### src/rtl/fifo_sync_flags_if.sv
// Producer/consumer bundle for fifo_sync_flags: write/read handshakes, data and status flags.
interface fifo_sync_flags_if #(
    parameter int DEPTH_BITS = 4,
    parameter int DATA_WIDTH = 8
);
    logic                  clear;
    logic                  wr_en;
    logic [DATA_WIDTH-1:0] data_in;
    logic                  rd_en;
    logic [DATA_WIDTH-1:0] data_out;
    logic                  full;
    logic                  empty;
    logic                  almost_full;
    logic                  almost_empty;
    logic [DEPTH_BITS:0]   count;
    logic                  overflow;
    logic                  underflow;

    modport master (
        output clear, wr_en, data_in, rd_en,
        input  data_out, full, empty, almost_full, almost_empty, count, overflow, underflow
    );

    modport slave (
        input  clear, wr_en, data_in, rd_en,
        output data_out, full, empty, almost_full, almost_empty, count, overflow, underflow
    );
endinterface

### src/rtl/fifo_sync_flags.sv
// Synchronous FIFO with occupancy count, almost flags, error pulses, flush and optional FWFT read.
module fifo_sync_flags #(
    parameter int DEPTH_BITS    = 4,
    parameter int DATA_WIDTH    = 8,
    parameter int FWFT          = 0,
    parameter int AFULL_THRESH  = 14,
    parameter int AEMPTY_THRESH = 2
) (
    input logic          clk,
    input logic          rst_n,
    fifo_sync_flags_if.slave bus
);
    localparam int DEPTH = 1 << DEPTH_BITS;
    localparam logic [DEPTH_BITS:0]   CNT_FULL = (DEPTH_BITS+1)'(DEPTH);
    localparam logic [DEPTH_BITS:0]   CNT_AF   = (DEPTH_BITS+1)'(AFULL_THRESH);
    localparam logic [DEPTH_BITS:0]   CNT_AE   = (DEPTH_BITS+1)'(AEMPTY_THRESH);
    localparam logic [DEPTH_BITS:0]   CNT_ONE  = 1;
    localparam logic [DEPTH_BITS-1:0] PTR_ONE  = 1;

    generate
        if (AFULL_THRESH < 1 || AFULL_THRESH > DEPTH) begin : g_bad_afull
            $error("fifo_sync_flags: AFULL_THRESH out of range 1..DEPTH");
        end
        if (AEMPTY_THRESH < 0 || AEMPTY_THRESH > DEPTH - 1) begin : g_bad_aempty
            $error("fifo_sync_flags: AEMPTY_THRESH out of range 0..DEPTH-1");
        end
    endgenerate

    logic [DATA_WIDTH-1:0] mem [DEPTH];
    logic [DEPTH_BITS-1:0] wr_ptr, rd_ptr;
    logic [DEPTH_BITS:0]   count_q, count_next;
    logic                  full_w, empty_w, wr_acc, rd_acc;
    logic                  ovf_q, udf_q;

    assign full_w  = (count_q == CNT_FULL);
    assign empty_w = (count_q == '0);
    // Flush wins over both requests in the same cycle.
    assign wr_acc  = bus.wr_en & ~full_w  & ~bus.clear;
    assign rd_acc  = bus.rd_en & ~empty_w & ~bus.clear;

    always_comb begin
        count_next = count_q;
        case ({wr_acc, rd_acc})
            2'b10:   count_next = count_q + CNT_ONE;
            2'b01:   count_next = count_q - CNT_ONE;
            default: count_next = count_q;
        endcase
    end

    always_ff @(posedge clk) begin
        if (wr_acc) mem[wr_ptr] <= bus.data_in;
    end

    always_ff @(posedge clk or negedge rst_n) begin
        if (!rst_n) begin
            wr_ptr  <= '0;
            rd_ptr  <= '0;
            count_q <= '0;
            ovf_q   <= 1'b0;
            udf_q   <= 1'b0;
        end else if (bus.clear) begin
            wr_ptr  <= '0;
            rd_ptr  <= '0;
            count_q <= '0;
            ovf_q   <= 1'b0;
            udf_q   <= 1'b0;
        end else begin
            if (wr_acc) wr_ptr <= wr_ptr + PTR_ONE;
            if (rd_acc) rd_ptr <= rd_ptr + PTR_ONE;
            count_q <= count_next;
            ovf_q   <= bus.wr_en & full_w;
            udf_q   <= bus.rd_en & empty_w;
        end
    end

    generate
        if (FWFT != 0) begin : g_fwft
            // Head is presented combinationally; forced to zero while empty so reset reads 0.
            assign bus.data_out = empty_w ? '0 : mem[rd_ptr];
        end else begin : g_std
            logic [DATA_WIDTH-1:0] dout_q;
            always_ff @(posedge clk or negedge rst_n) begin
                if (!rst_n)      dout_q <= '0;
                else if (rd_acc) dout_q <= mem[rd_ptr];
            end
            assign bus.data_out = dout_q;
        end
    endgenerate

    assign bus.full         = full_w;
    assign bus.empty        = empty_w;
    assign bus.almost_full  = (count_q >= CNT_AF);
    assign bus.almost_empty = (count_q <= CNT_AE);
    assign bus.count        = count_q;
    assign bus.overflow     = ovf_q;
    assign bus.underflow    = udf_q;
endmodule
### src/flat_wrapper.sv
// flat-port wrapper written by rule: the top's interface ports become plain ports
module fifo_sync_flags_flat 
#(
    parameter int DEPTH_BITS    = 4,
    parameter int DATA_WIDTH    = 8,
    parameter int FWFT          = 0,
    parameter int AFULL_THRESH  = 14,
    parameter int AEMPTY_THRESH = 2
)
  (clk, rst_n, bus_clear, bus_wr_en, bus_data_in, bus_rd_en, bus_data_out, bus_full, bus_empty, bus_almost_full, bus_almost_empty, bus_count, bus_overflow, bus_underflow);
  fifo_sync_flags_if #(.DEPTH_BITS(DEPTH_BITS), .DATA_WIDTH(DATA_WIDTH)) bus_i ();
  input logic clk;
  input logic rst_n;
  input wire logic [$bits(bus_i.clear)-1:0] bus_clear;
  input wire logic [$bits(bus_i.wr_en)-1:0] bus_wr_en;
  input wire logic [$bits(bus_i.data_in)-1:0] bus_data_in;
  input wire logic [$bits(bus_i.rd_en)-1:0] bus_rd_en;
  output wire logic [$bits(bus_i.data_out)-1:0] bus_data_out;
  output wire logic [$bits(bus_i.full)-1:0] bus_full;
  output wire logic [$bits(bus_i.empty)-1:0] bus_empty;
  output wire logic [$bits(bus_i.almost_full)-1:0] bus_almost_full;
  output wire logic [$bits(bus_i.almost_empty)-1:0] bus_almost_empty;
  output wire logic [$bits(bus_i.count)-1:0] bus_count;
  output wire logic [$bits(bus_i.overflow)-1:0] bus_overflow;
  output wire logic [$bits(bus_i.underflow)-1:0] bus_underflow;
  assign bus_i.clear = bus_clear;
  assign bus_i.wr_en = bus_wr_en;
  assign bus_i.data_in = bus_data_in;
  assign bus_i.rd_en = bus_rd_en;
  assign bus_data_out = bus_i.data_out;
  assign bus_full = bus_i.full;
  assign bus_empty = bus_i.empty;
  assign bus_almost_full = bus_i.almost_full;
  assign bus_almost_empty = bus_i.almost_empty;
  assign bus_count = bus_i.count;
  assign bus_overflow = bus_i.overflow;
  assign bus_underflow = bus_i.underflow;
  fifo_sync_flags #(.DEPTH_BITS(DEPTH_BITS), .DATA_WIDTH(DATA_WIDTH), .FWFT(FWFT), .AFULL_THRESH(AFULL_THRESH), .AEMPTY_THRESH(AEMPTY_THRESH)) u_core (.clk(clk), .rst_n(rst_n), .bus(bus_i));
endmodule
### config.mk
export PLATFORM = sky130hd
export DESIGN_NAME = fifo_sync_flags_flat
export DESIGN_NICKNAME = d
export VERILOG_FILES = /design/src/rtl/fifo_sync_flags_if.sv /design/src/rtl/fifo_sync_flags.sv /design/src/flat_wrapper.sv
export SDC_FILE = /design/constraint.sdc
export NUM_CORES = 1
export LEC_CHECK = 0
export ABC_CLOCK_PERIOD_IN_PS = 3830
export BUFFER_PORTS_ARGS = -buffer_cell sky130_fd_sc_hd__buf_2
export CAP_MARGIN = 20
export CORE_MARGIN = 3
export CORE_UTILIZATION = 60
export DETAILED_ROUTE_END_ITERATION = 8
export HOLD_SLACK_MARGIN = 0.08
export PLACE_DENSITY = 0.88
export SLEW_MARGIN = 20
export SYNTH_ARGS = -nofsm -noshare
export SYNTH_HDL_FRONTEND = slang
export SYNTH_SLANG_ARGS = --single-unit
### constraint.sdc
create_clock -name clk -period 3.83 [get_ports clk]
set_clock_uncertainty 0.2 [all_clocks]
set_input_delay 0.1915 -clock clk [delete_from_list [all_inputs] [get_ports clk]]
set_output_delay 0.1915 -clock clk [all_outputs]
set_load 0.02 [all_outputs]
==> impl_metrics.env <==
export IMPL_setup_viol=0
export IMPL_final_hold_viol_count=0
export IMPL_period_share=0.774
export IMPL_fp_row_count=36
export IMPL_p_seq_frac=0.439
export IMPL_slew_viol_final=0
export IMPL_reg2reg_depth=8
export IMPL_final_util=0.732
export IMPL_stdcell_count=540
export IMPL_clock_root_buffer="clkbuf_8"
export IMPL_synth_simple_area_share=0.0566
export IMPL_synth_compound_area_frac=0.0510
export IMPL_num_antenna_cells=0
export IMPL_grt_pass1_vias=3628
export IMPL_leakagePower_nw=2.52
export IMPL_ys_flop_type="edfxtp_1"
export IMPL_reg2reg_slack_ns=0.86
export IMPL_place_hpwl_um=7570
export IMPL_hold_class="reg -> reg"
export IMPL_design_area_sq_um=7280
export IMPL_worstPathRequired_ns=4.02
export IMPL_tritoncts="built"
export IMPL_cp_slowest_stage_delay_ns=0.78
export IMPL_switching_share=0.300
export IMPL_ys_warnings_count=0
export IMPL_yosys_area_top_type_share=0.615
export IMPL_ys_top_cells_by_area="edfxtp_1 61%, mux4_2 12%, dfrtp_1 9.2%"
export IMPL_drtIter0Drc=319
export IMPL_path_cells="nor4_2 > a2111oi_4 > xor2_1 > ha_1 > or3_1 > a21oi_1 > nand2b_1 > a31oi_1"
export IMPL_grt_overflow=0
export IMPL_final_setup_worst_slack_ns=0.864
export IMPL_syn_nets=365
export IMPL_synth_area_leader_cell="edfxtp_1"
export IMPL_p_switching_mw=1.42
export IMPL_grt_pass1_wl_um=20500
export IMPL_syn_inst=345
export IMPL_ys_ff_latch=151
export IMPL_synth_top_family_by_area="multiplexers"
export IMPL_layout_nets=414
export IMPL_cts_sinks=151
export IMPL_via_count=3452
export IMPL_antenna_found_initial=0
export IMPL_h_tree_depth=4
export IMPL_via_per_inst=6.39
export IMPL_syn_area_per_cell_sq_um=18.1
export IMPL_dieHeight_um=108
export IMPL_slowest_stage="nor4_2"
export IMPL_fmax_mhz=337
export IMPL_synth_common_cells="128 x edfxtp_1, 32 x mux4_2, 23 x dfrtp_1, 18 x mux2i_1"
export IMPL_p_total_mw=4.73
export IMPL_routed_wl_um=13200
export IMPL_boundaryPins=32
export IMPL_ir_drop_uv=369
export IMPL_synth_mux_area_fraction=0.146
export IMPL_relSlewSlack=0.257
export IMPL_powerDensity_nw_per_um2=649
export IMPL_hp_start="u_core.bus.data_out[4]"
export IMPL_wl_per_cell_um=24.4
export IMPL_hold_depth=2
export IMPL_run_status="finished, final reports clean"
export IMPL_post_cts_buffers=0
export IMPL_holdWs_ns=0.300
export IMPL_fin_crit_ns=2.97
export IMPL_hold_path_end="u_core.bus.data_out[4]"
export IMPL_place_ws_ns=0.907
export IMPL_synth_xor_xnor_area_share=0.00841
export IMPL_p_int_mw=3.31
export IMPL_async_reset_ff_frac=0.152
export IMPL_pwr_share_clk=0.367
export IMPL_ant_nets=0
export IMPL_tns_ns=0
export IMPL_postPlaceCellArea_sq_um=6500
export IMPL_gp_routability_congestion=0.835
export IMPL_worst_path_max_fanout=13
export IMPL_area_growth_pct=16.5
export IMPL_yosys_area_share_adder=0.0140
export IMPL_crit_path_end_kind="flip-flop"
export IMPL_drc=0
export IMPL_grt_max_degree=35
export IMPL_placedCellCount=493
export IMPL_drive_above_1_share=0.256
export IMPL_clock_latency_ns=0.54
export IMPL_synth_area_sq_um=6250
export IMPL_synth_distinct_cells=46
export IMPL_cts_buffers=17
export IMPL_p_comb_frac=0.193
export IMPL_dieArea_sq_um=11700
export IMPL_cp_arrival_ns=3.16
export IMPL_die_w_um=108
export IMPL_yosysMostFrequentCell="edfxtp_1"
export IMPL_cts_path_max_buffers=2
export IMPL_worst_pin_slew_ns=1.11
export IMPL_synth_edff_count=128
export IMPL_grt_usage=0.249
export IMPL_start_util=0.628
export IMPL_fillCellCount=543
export IMPL_crit_start="u_core.bus.count[1]"
export IMPL_rr_startpoint="u_core.bus.count[1]"
export IMPL_timing_rr_end="u_core.bus.count[4]"
export IMPL_io_buffers=31
export IMPL_core_region_area_sq_um=9950
export IMPL_firstDrtPassIters=5
export IMPL_clkTransAtPathRegs_ns=0.06
export IMPL_rsz0062_at_grt="no"
export IMPL_path_class="reg -> reg"
export IMPL_max_cap_viol_count=0
export IMPL_synth_seq_area_share=0.707
export IMPL_critPathLaunchType="flip-flop"
## placed cells by master (no fill, tap or decap), types with 2 or more instances in the layout
master and count:
o21ai_0 4, nor2b_1 2, or2_2 2, inv_1 4, and3_1 2, buf_2 31
or3_1 4, inv_8 3, a21oi_1 8, clkbuf_16 16, mux4_2 32, nand3_1 3
inv_6 6, a311oi_1 2, nor2_1 16, mux2i_1 18, nand2b_1 2, nor4b_1 2
dfrtp_1 22, buf_4 3, edfxtp_1 128, xor2_1 5, nand2_1 10, and2_1 16
ha_1 7, o221ai_1 8, dlygate4sd3_1 14, o21ai_1 2, a31oi_1 3, o211ai_1 4
bufinv_16 3
## cell families (layout without fill, tap and decap cells)
kind of cell	after synthesis	count (layout)
simple gates	65	65
buf+inv	23	85
mux	51	51
flops	151	151
xor+xnor	6	6
compound gates	42	42
fa+ha+maj	7	7
## layer usage
layer / wire length [um] / up-vias / GRT usage
met5: 0 / - / 0
met4: 350 / 0 / 0.0974
met3: 897 / 37 / 0.0758
met2: 6860 / 164 / 0.412
met1: 5090 / 1763 / 0.311
li1: - / 1488 / -
## timing repair
item	in CTS	in global routing
hold buffers	15	0
gates resized for setup	0	0
hold endpoints to repair	166	0
## power by group through the flow
stage | Clock (mW) | Combinational, mW | Sequential, mW
5_1_grt | 1.82 | 1.00 | 2.09
3_5_place_dp | 0 | 0.884 | 2.10
3_3_place_gp | 0 | 0.856 | 2.09
6_report | 1.74 | 0.914 | 2.08
4_1_cts | 1.74 | 0.915 | 2.07
2_1_floorplan | 0 | 0.656 | 2.06
## registers in the layout, indices dropped and copies added (netlist names)
name and count:
u_core.mem 128, u_core.rd_ptr 4, u_core.bus.overflow 1, u_core.bus.data_out 8
u_core.wr_ptr 4, u_core.bus.underflow 1, u_core.bus.count 5
## how the worst max path moves through the flow
| stage | end | slack, ns | depth (start not counted) |
|---|---|---|---|
| after global placement | u_core.bus.count[4] | 1.02 | 8 |
| after global routing | u_core.bus.count[4] | 0.67 | 8 |
| after detailed placement | u_core.bus.count[4] | 0.91 | 8 |
| after CTS | u_core.bus.count[4] | 0.90 | 8 |
| final | u_core.bus.count[4] | 0.86 | 8 |
| after floorplan | u_core.bus.count[4] | 1.01 | 9 |
## area by class of cell
cell class / count / area (sq um) / area share
clock buffer: 17 / 414 / 0.0569
multi-input combinational: 171 / 1730 / 0.237
clock inverter: 15 / 204 / 0.0280
timing repair buffer: 49 / 338 / 0.0464
tap: 133 / 166 / 0.0228
sequential: 151 / 4420 / 0.607
inverter: 4 / 15.0 / 0.00206
## worst max-delay path: cells and delay by family (launching register included)
family / cells / cell delay, ns
flops: 1 / 0.52
simple gates: 3 / 1.21
xor+xnor: 1 / 0.20
fa+ha+maj: 1 / 0.24
compound gates: 3 / 0.46
No activity file was read; power rests on OpenSTA's default activity.
